## config.mk

```make
export PLATFORM = sky130hd
export DESIGN_NAME = alu_rs_age_ordered
export DESIGN_NICKNAME = d
export VERILOG_FILES = /design/src/rtl/alu_rs_age_ordered_pkg.sv /design/src/rtl/alu_rs_age_ordered_age_matrix.sv /design/src/rtl/alu_rs_age_ordered.sv
export SDC_FILE = /design/constraint.sdc
export NUM_CORES = 1
export LEC_CHECK = 0
export CAP_MARGIN = 10
export CORE_MARGIN = 2
export CORE_UTILIZATION = 62
export DETAILED_ROUTE_END_ITERATION = 10
export PLACE_DENSITY = 0.93
export SLEW_MARGIN = 20
export SYNTH_ARGS = -nofsm -noshare
export SYNTH_HDL_FRONTEND = slang
export SYNTH_SLANG_ARGS = --single-unit
```

## constraint.sdc

```tcl
create_clock -name clk -period 4.8 [get_ports clk]
set_input_delay 0.96 -clock clk [delete_from_list [all_inputs] [get_ports clk]]
set_output_delay 0.96 -clock clk [all_outputs]
set_load 0.01 [all_outputs]
```

## src/rtl/alu_rs_age_ordered_pkg.sv

```systemverilog
// alu_rs_pkg: default widths/depth and the reservation-station entry type
package alu_rs_pkg;
  localparam int RS_DEPTH = 4;
  localparam int DATA_W = 3;
  localparam int TAG_W = 2;
  localparam int OP_W = 3;
  typedef struct packed {
    logic valid;
    logic [TAG_W-1:0] rob_idx;
    logic [OP_W-1:0] opcode;
    logic [DATA_W-1:0] val1;
    logic [DATA_W-1:0] val2;
    logic [TAG_W-1:0] q1;
    logic [TAG_W-1:0] q2;
    logic rdy1;
    logic rdy2;
  } rs_entry_t;
endpackage

```

## src/rtl/alu_rs_age_ordered_age_matrix.sv

```systemverilog
// rs_age_matrix: DEPTH x DEPTH age bits, one-hot grant to the oldest requester
// Ports: clk, rst_n (async, active-low), flush clears all age bits;
//   alloc_oh one-hot slot being written, live = entries surviving this edge,
//   req = issue candidates, grant = one-hot oldest candidate.
module rs_age_matrix
  import alu_rs_pkg::*;
#(
  parameter int DEPTH = RS_DEPTH
) (
  input  logic             clk,
  input  logic             rst_n,
  input  logic             flush,
  input  logic [DEPTH-1:0] alloc_oh,
  input  logic [DEPTH-1:0] live,
  input  logic [DEPTH-1:0] req,
  output logic [DEPTH-1:0] grant
);
  logic [DEPTH-1:0][DEPTH-1:0] older_q, older_d;
  logic blk;
  // a newly written slot is younger than every surviving entry and older than none
  always_comb begin
    older_d = older_q;
    for (int k = 0; k < DEPTH; k++)
      if (alloc_oh[k])
        for (int j = 0; j < DEPTH; j++) begin
          older_d[j][k] = live[j] && j != k;
          older_d[k][j] = 1'b0;
        end
    if (flush) older_d = '0;
  end
  // a requester wins when no other requester is older than it
  always_comb begin
    grant = '0;
    blk = 1'b0;
    for (int j = 0; j < DEPTH; j++) begin
      blk = 1'b0;
      for (int i = 0; i < DEPTH; i++) blk = blk | (req[i] & older_q[i][j]);
      grant[j] = req[j] & ~blk;
    end
  end
  always_ff @(posedge clk or negedge rst_n)
    if (!rst_n) older_q <= '0;
    else older_q <= older_d;
endmodule

```

## src/rtl/alu_rs_age_ordered.sv

```systemverilog
// alu_rs_age_ordered: age-ordered ALU reservation station with CDB wakeup and dispatch bypass
// Ports: clk, rst_n (async, active-low), flush (sync kill);
//   dispatch disp_valid/disp_ready + rob tag, opcode, operand values/tags/ready bits;
//   CDB cdb_valid/cdb_tag/cdb_val; issue issue_valid/issue_ready + opcode, operands, rob tag;
//   status count, full, empty.
module alu_rs_age_ordered
  import alu_rs_pkg::*;
#(
  parameter int DEPTH = RS_DEPTH,
  localparam int CNT_W = $clog2(DEPTH + 1),
  localparam int IDX_W = $clog2(DEPTH)
) (
  input  logic              clk,
  input  logic              rst_n,
  input  logic              flush,
  input  logic              disp_valid,
  output logic              disp_ready,
  input  logic [TAG_W-1:0]  disp_rob_idx,
  input  logic [OP_W-1:0]   disp_opcode,
  input  logic [DATA_W-1:0] disp_val1,
  input  logic [DATA_W-1:0] disp_val2,
  input  logic [TAG_W-1:0]  disp_q1,
  input  logic [TAG_W-1:0]  disp_q2,
  input  logic              disp_rdy1,
  input  logic              disp_rdy2,
  input  logic              cdb_valid,
  input  logic [TAG_W-1:0]  cdb_tag,
  input  logic [DATA_W-1:0] cdb_val,
  output logic              issue_valid,
  input  logic              issue_ready,
  output logic [OP_W-1:0]   issue_opcode,
  output logic [DATA_W-1:0] issue_val1,
  output logic [DATA_W-1:0] issue_val2,
  output logic [TAG_W-1:0]  issue_rob_idx,
  output logic [CNT_W-1:0]  count,
  output logic              full,
  output logic              empty
);
  rs_entry_t [DEPTH-1:0] ent_q, ent_d;
  rs_entry_t nxt;
  logic [CNT_W-1:0] count_q, count_d;
  logic [DEPTH-1:0] valid_v, req, grant, alloc_oh, live;
  logic [IDX_W-1:0] free_idx;
  logic disp_fire, issue_fire;
  assign count = count_q;
  assign disp_ready = count_q < CNT_W'(DEPTH);
  assign full = count_q == CNT_W'(DEPTH);
  assign empty = count_q == '0;
  assign disp_fire = disp_valid & disp_ready;
  assign issue_valid = |req;
  assign issue_fire = issue_valid & issue_ready;
  assign alloc_oh = disp_fire ? DEPTH'(1) << free_idx : '0;
  assign live = valid_v & ~(issue_fire ? grant : '0);
  // lowest-index free slot; count < DEPTH guarantees one exists when dispatch fires
  always_comb begin
    valid_v = '0;
    req = '0;
    free_idx = '0;
    for (int i = DEPTH - 1; i >= 0; i--) begin
      valid_v[i] = ent_q[i].valid;
      req[i] = ent_q[i].valid & ent_q[i].rdy1 & ent_q[i].rdy2;
      if (!ent_q[i].valid) free_idx = IDX_W'(i);
    end
  end
  // issue payload is zero unless some entry is granted
  always_comb begin
    issue_opcode = '0;
    issue_val1 = '0;
    issue_val2 = '0;
    issue_rob_idx = '0;
    for (int i = 0; i < DEPTH; i++)
      if (grant[i]) begin
        issue_opcode = ent_q[i].opcode;
        issue_val1 = ent_q[i].val1;
        issue_val2 = ent_q[i].val2;
        issue_rob_idx = ent_q[i].rob_idx;
      end
  end
  // incoming entry, picking up a same-cycle CDB broadcast for any operand still pending
  always_comb begin
    nxt.valid = 1'b1;
    nxt.rob_idx = disp_rob_idx;
    nxt.opcode = disp_opcode;
    nxt.q1 = disp_q1;
    nxt.q2 = disp_q2;
    nxt.rdy1 = disp_rdy1 | (cdb_valid & disp_q1 == cdb_tag);
    nxt.rdy2 = disp_rdy2 | (cdb_valid & disp_q2 == cdb_tag);
    nxt.val1 = disp_rdy1 ? disp_val1 : cdb_val;
    nxt.val2 = disp_rdy2 ? disp_val2 : cdb_val;
  end
  always_comb begin
    ent_d = ent_q;
    for (int i = 0; i < DEPTH; i++) begin
      if (ent_q[i].valid & !ent_q[i].rdy1 & cdb_valid & ent_q[i].q1 == cdb_tag) begin
        ent_d[i].rdy1 = 1'b1;
        ent_d[i].val1 = cdb_val;
      end
      if (ent_q[i].valid & !ent_q[i].rdy2 & cdb_valid & ent_q[i].q2 == cdb_tag) begin
        ent_d[i].rdy2 = 1'b1;
        ent_d[i].val2 = cdb_val;
      end
      if (issue_fire & grant[i]) ent_d[i].valid = 1'b0;
    end
    if (disp_fire) ent_d[free_idx] = nxt;
    if (flush) ent_d = '0;
  end
  assign count_d = flush ? '0 : count_q + CNT_W'(disp_fire) - CNT_W'(issue_fire);
  always_ff @(posedge clk or negedge rst_n)
    if (!rst_n) begin
      ent_q <= '0;
      count_q <= '0;
    end else begin
      ent_q <= ent_d;
      count_q <= count_d;
    end
  rs_age_matrix #(.DEPTH(DEPTH)) u_age (
    .clk     (clk),
    .rst_n   (rst_n),
    .flush   (flush),
    .alloc_oh(alloc_oh),
    .live    (live),
    .req     (req),
    .grant   (grant)
  );
endmodule

```

==> summary by stage <==
Status
The run finished with clean final reports.

Synthesis
Of the post-synthesis cell area, the dominant cell type holds 0.464. The main combinational cell family by area after synthesis is simple AND/OR/NAND/NOR gates. The mean post-synth cell area is just over 9 um2. Summed over all instances, the cell type with the most area after synthesis is sky130_fd_sc_hd__dfrtp_1. The simple-gate area share of the yosys netlist is 0.219. The summed instance area of the synthesized netlist is around 4700 um2.

The share of flip-flops with an asynchronous set or reset after synthesis is 1.00. The most used flip-flop cell after synthesis is sky130_fd_sc_hd__dfrtp_1. The number of unique standard cell types used by synthesis is between 40 and 50. Among all cell types in the netlist, the one instantiated most often is sky130_fd_sc_hd__nand2_1. The complex-gate fraction of the synthesized area is 0.156.

By area the synthesized netlist is led by sky130_fd_sc_hd__dfrtp_1 46%, sky130_fd_sc_hd__nand2_1 7.6%, sky130_fd_sc_hd__a21oi_1 5.1%. The number of synthesized register bits is slightly below 90. The multiplexer share of the synthesized area is 0.0656.

The count of mapped cells out of synthesis is between 500 and 600. The share of the yosys chip area belonging to registers is 0.464. Of the total synthesized cell area, the portion taken by XOR and XNOR cells is 0.0410. The count of yosys warnings during synthesis is 0. In the synthesized netlist, the cells that appear most often are 95 x sky130_fd_sc_hd__nand2_1, 87 x sky130_fd_sc_hd__dfrtp_1, 51 x sky130_fd_sc_hd__nor2_1.

Counting flops with a built-in enable in the synthesized netlist gives 0. The post-synthesis net count is 540. Of the total synthesized cell area, the portion taken by full adders, half adders and majority gates is 0.00959.

Die
The die covers 8280 um2. The die is approximately 91 um tall. In this run the count of I/O pins placed on the die edge is 46. The number of rows created at floorplan is 31. Measured along the x axis, the die boundary spans slightly above 90 um. The initial utilization of the core area, before any placement, comes to 0.644.

The core area is about 7300 um2.

GRT
The first global-routing pass estimated 21500 um of wire. The global routing met3 resource utilization is 0.0647. The via count of the first global-routing pass is 4214.

The largest net degree at the start of global routing is a little under 90. The highest-utilization routing layer at the global route stage is met2. The global-route total usage across every layer is 0.331.

The overall overflow remaining after global route is 0. The initial antenna violation count was 0. The met1 global-route usage is 0.432.

For met2 alone, demand over resource in global routing was 0.551.

Setup path
The signal on the critical path passes through and3_1 > a22oi_1 > and2_1 > a221oi_1 > o31ai_1 > clkdlybuf4s50_1. The top cell family by delay on the critical path is compound AO/OA/AOI/OAI gates. The type of element capturing the critical path is an output pin.

The worst setup path is of the reg2out kind. The maximum single-stage delay on the critical path is 0.59 ns. At the worst endpoint, the arrival time is ~3 ns.

The maximum fanout along the worst path is 11. The slowest stage of the critical path belongs to the cell sky130_fd_sc_hd__clkdlybuf4s50_1. The type of element launching the critical path is a flop.

Counting both buffers and inverters, the worst setup path holds a total of 1. The data required time at the worst endpoint is 3.84 ns.

Clocking
The clock transition at the registers of the reported paths is about 0.09 ns. In this run the deepest clock path goes through 2 buffers. At the later pin of the worst-skew pair, clock insertion delay measures roughly 0.37 ns. The clock tree synthesis step divided the H-tree into 3 levels. Buffers inserted during clock tree synthesis total 9.

The cell at the root of the clock tree is sky130_fd_sc_hd__clkbuf_8. After clock tree synthesis, the setup repair step added 0 buffers. TritonCTS built the clock tree. Once the clock tree was built, the resizer swapped 0 gates to a different size.

Hold repair after CTS inserted 0 buffers. The clock sink total is 87.

Route
For this block, the routed nets add up to 12900 um of wire. After detailed routing, the number of vias per cell comes to between 6 and 7. The initial detailed-routing violation count is ~330. The final route contains approximately 4200 vias. In the final routed layout, each cell accounts on average for 20.4 um.

The count of nets left with antenna violations once routing finished came out at 0. For this run, design rule violations remaining after detail routing come to 0. The number of detailed-route iterations in the first pass is 5.

Finish
In the final layout, flip-flops and latches occupy 2180 um2. In the final layout, the multi-input gates occupy ~2300 um2. At the end of the flow, the number of nets in the layout was 560. In the final layout, the share of cells above drive strength 1 is 0.0918. The number of diodes added for antenna fixing is 0. The area growth from synthesis to layout is 12.7%. The number of inserted filler cells in the final layout is 580. The count of non-filler cells in the finished layout is 633.

STA
The final number of max-transition violations was 0. For the pin with the worst max-slew slack, the measured transition is ~1.1 ns. The tightest slew margin relative to the limit is 0.244. The setup TNS is 0 ns. Setup violations remaining at the end of the flow were counted as 0. Timing would allow up to between 200 and 300 MHz. Setup repair after global routing left no endpoint under its margin. Counting I/O delays and the setup requirement, the final critical path takes just under 4 ns. Across the routed clock network, the largest skew measured is ~0.012 ns. The final hold violation count came to 0.

The fraction of the cycle the final worst path needs is 0.821.

Place
The number of I/O port buffers is 45. After detailed placement, the design holds a cell count of 617. The placer congestion estimate is approximately 0.94.

The HPWL after detailed placement is around 8500 um.

Power and ir drop
The highest ir drop seen on vdd is approximately 210 uV. The leakage power of the design is ~0.0021 uW. The power per cell area is between 300 and 400 nW/um2.

Min path
The class of the worst hold path is reg2reg.

Flow run
The max capacitance violation total is 0.
[worst paths after layout]
check	to	start	cells after the start	slack (ns)
setup / recovery	issue_opcode[1]	ent_q[71]	6	0.86
min in group asynchronous	ent_q[23]	rst_n	1	0.65
hold reg to reg	u_age.older_q[8]	u_age.older_q[8]	2	0.53
max in group asynchronous	ent_q[25]	rst_n	1	3.62
setup reg to reg	count[2]	ent_q[71]	10	2.10
hold / removal	u_age.older_q[8]	u_age.older_q[8]	2	0.53
[report_power, final]
part | switching, uW | internal, uW | leakage (uW)
logic | 197 | 133 | 0.000835
clock network | 279 | 193 | 0.0000927
registers | 65.5 | 793 | 0.00120
total | 542 | 1120 | 0.00212
[cell families after synthesis]
group | count (synthesis)
simple gates | 211
flops | 87
xor+xnor | 22
mux | 30
fa+ha+maj | 3
buf+inv | 46
compound gates | 110
[state kept, by name, indices dropped and copies added, names as in the netlist]
register	flops
count	3
ent_q	72
u_age.older_q	12
[through the flow]
stage / utilization / area, um2 / hold slack, ns / power [uW] / setup WS [ns]
final: 0.725 / 5290 / 0.530 / 1660 / 0.860
after global routing: 0.725 / 5290 / 0.555 / 1740 / 0.619
after CTS: 0.724 / 5280 / 0.525 / 1660 / 0.887
after detailed placement: 0.701 / 5110 / 0.513 / 1200 / 1.30
after floorplan: - / 4690 / 0.470 / 1060 / 2.14
after global placement: 0.701 / 5110 / 0.498 / 1180 / 1.38
[area by class of cell]
cell class | instances | share of cell area
Inverter | 5 | 0.00355
Clock buffer | 10 | 0.0241
Sequential cell | 87 | 0.412
Tap cell | 99 | 0.0234
Clock inverter | 6 | 0.00828
Multi-Input combinational cell | 376 | 0.437
Timing Repair Buffer | 50 | 0.0916
[cells in the final DEF (no fill, tap or decap), drive strengths merged, types with 3 or more instances in the layout]
cell	n
a211oi	25
a21oi	48
a221oi	11
and3	4
buf	7
clkbuf	10
clkdlybuf4s50	43
clkinv	3
dfrtp	87
inv	8
mux2	6
mux2i	24
nand2	95
nand3	16
nand4	6
nor2	51
nor3	19
nor4	8
o21ai	5
o31ai	13
xnor2	5
xor2	17
[per-layer routing]
metal  up-vias  wire length (um)
met2       254              6370
li1       1829                 -
met1      2058              4970
met5         -                 0
met3        32              1210
met4         0               365
[worst reg2reg max path, cell delays in order (launching register included)]
cell                      delay (ns)
sky130_fd_sc_hd__dfrtp_1        0.47
sky130_fd_sc_hd__and3_1         0.25
sky130_fd_sc_hd__or4_4          0.56
sky130_fd_sc_hd__and2_1         0.18
sky130_fd_sc_hd__ha_1           0.28
sky130_fd_sc_hd__inv_1          0.05
sky130_fd_sc_hd__ha_1           0.13
sky130_fd_sc_hd__inv_1          0.05
sky130_fd_sc_hd__fa_1           0.37
sky130_fd_sc_hd__xnor2_1        0.16
sky130_fd_sc_hd__nor2_1         0.05
(Power assumes the default switching activity.)
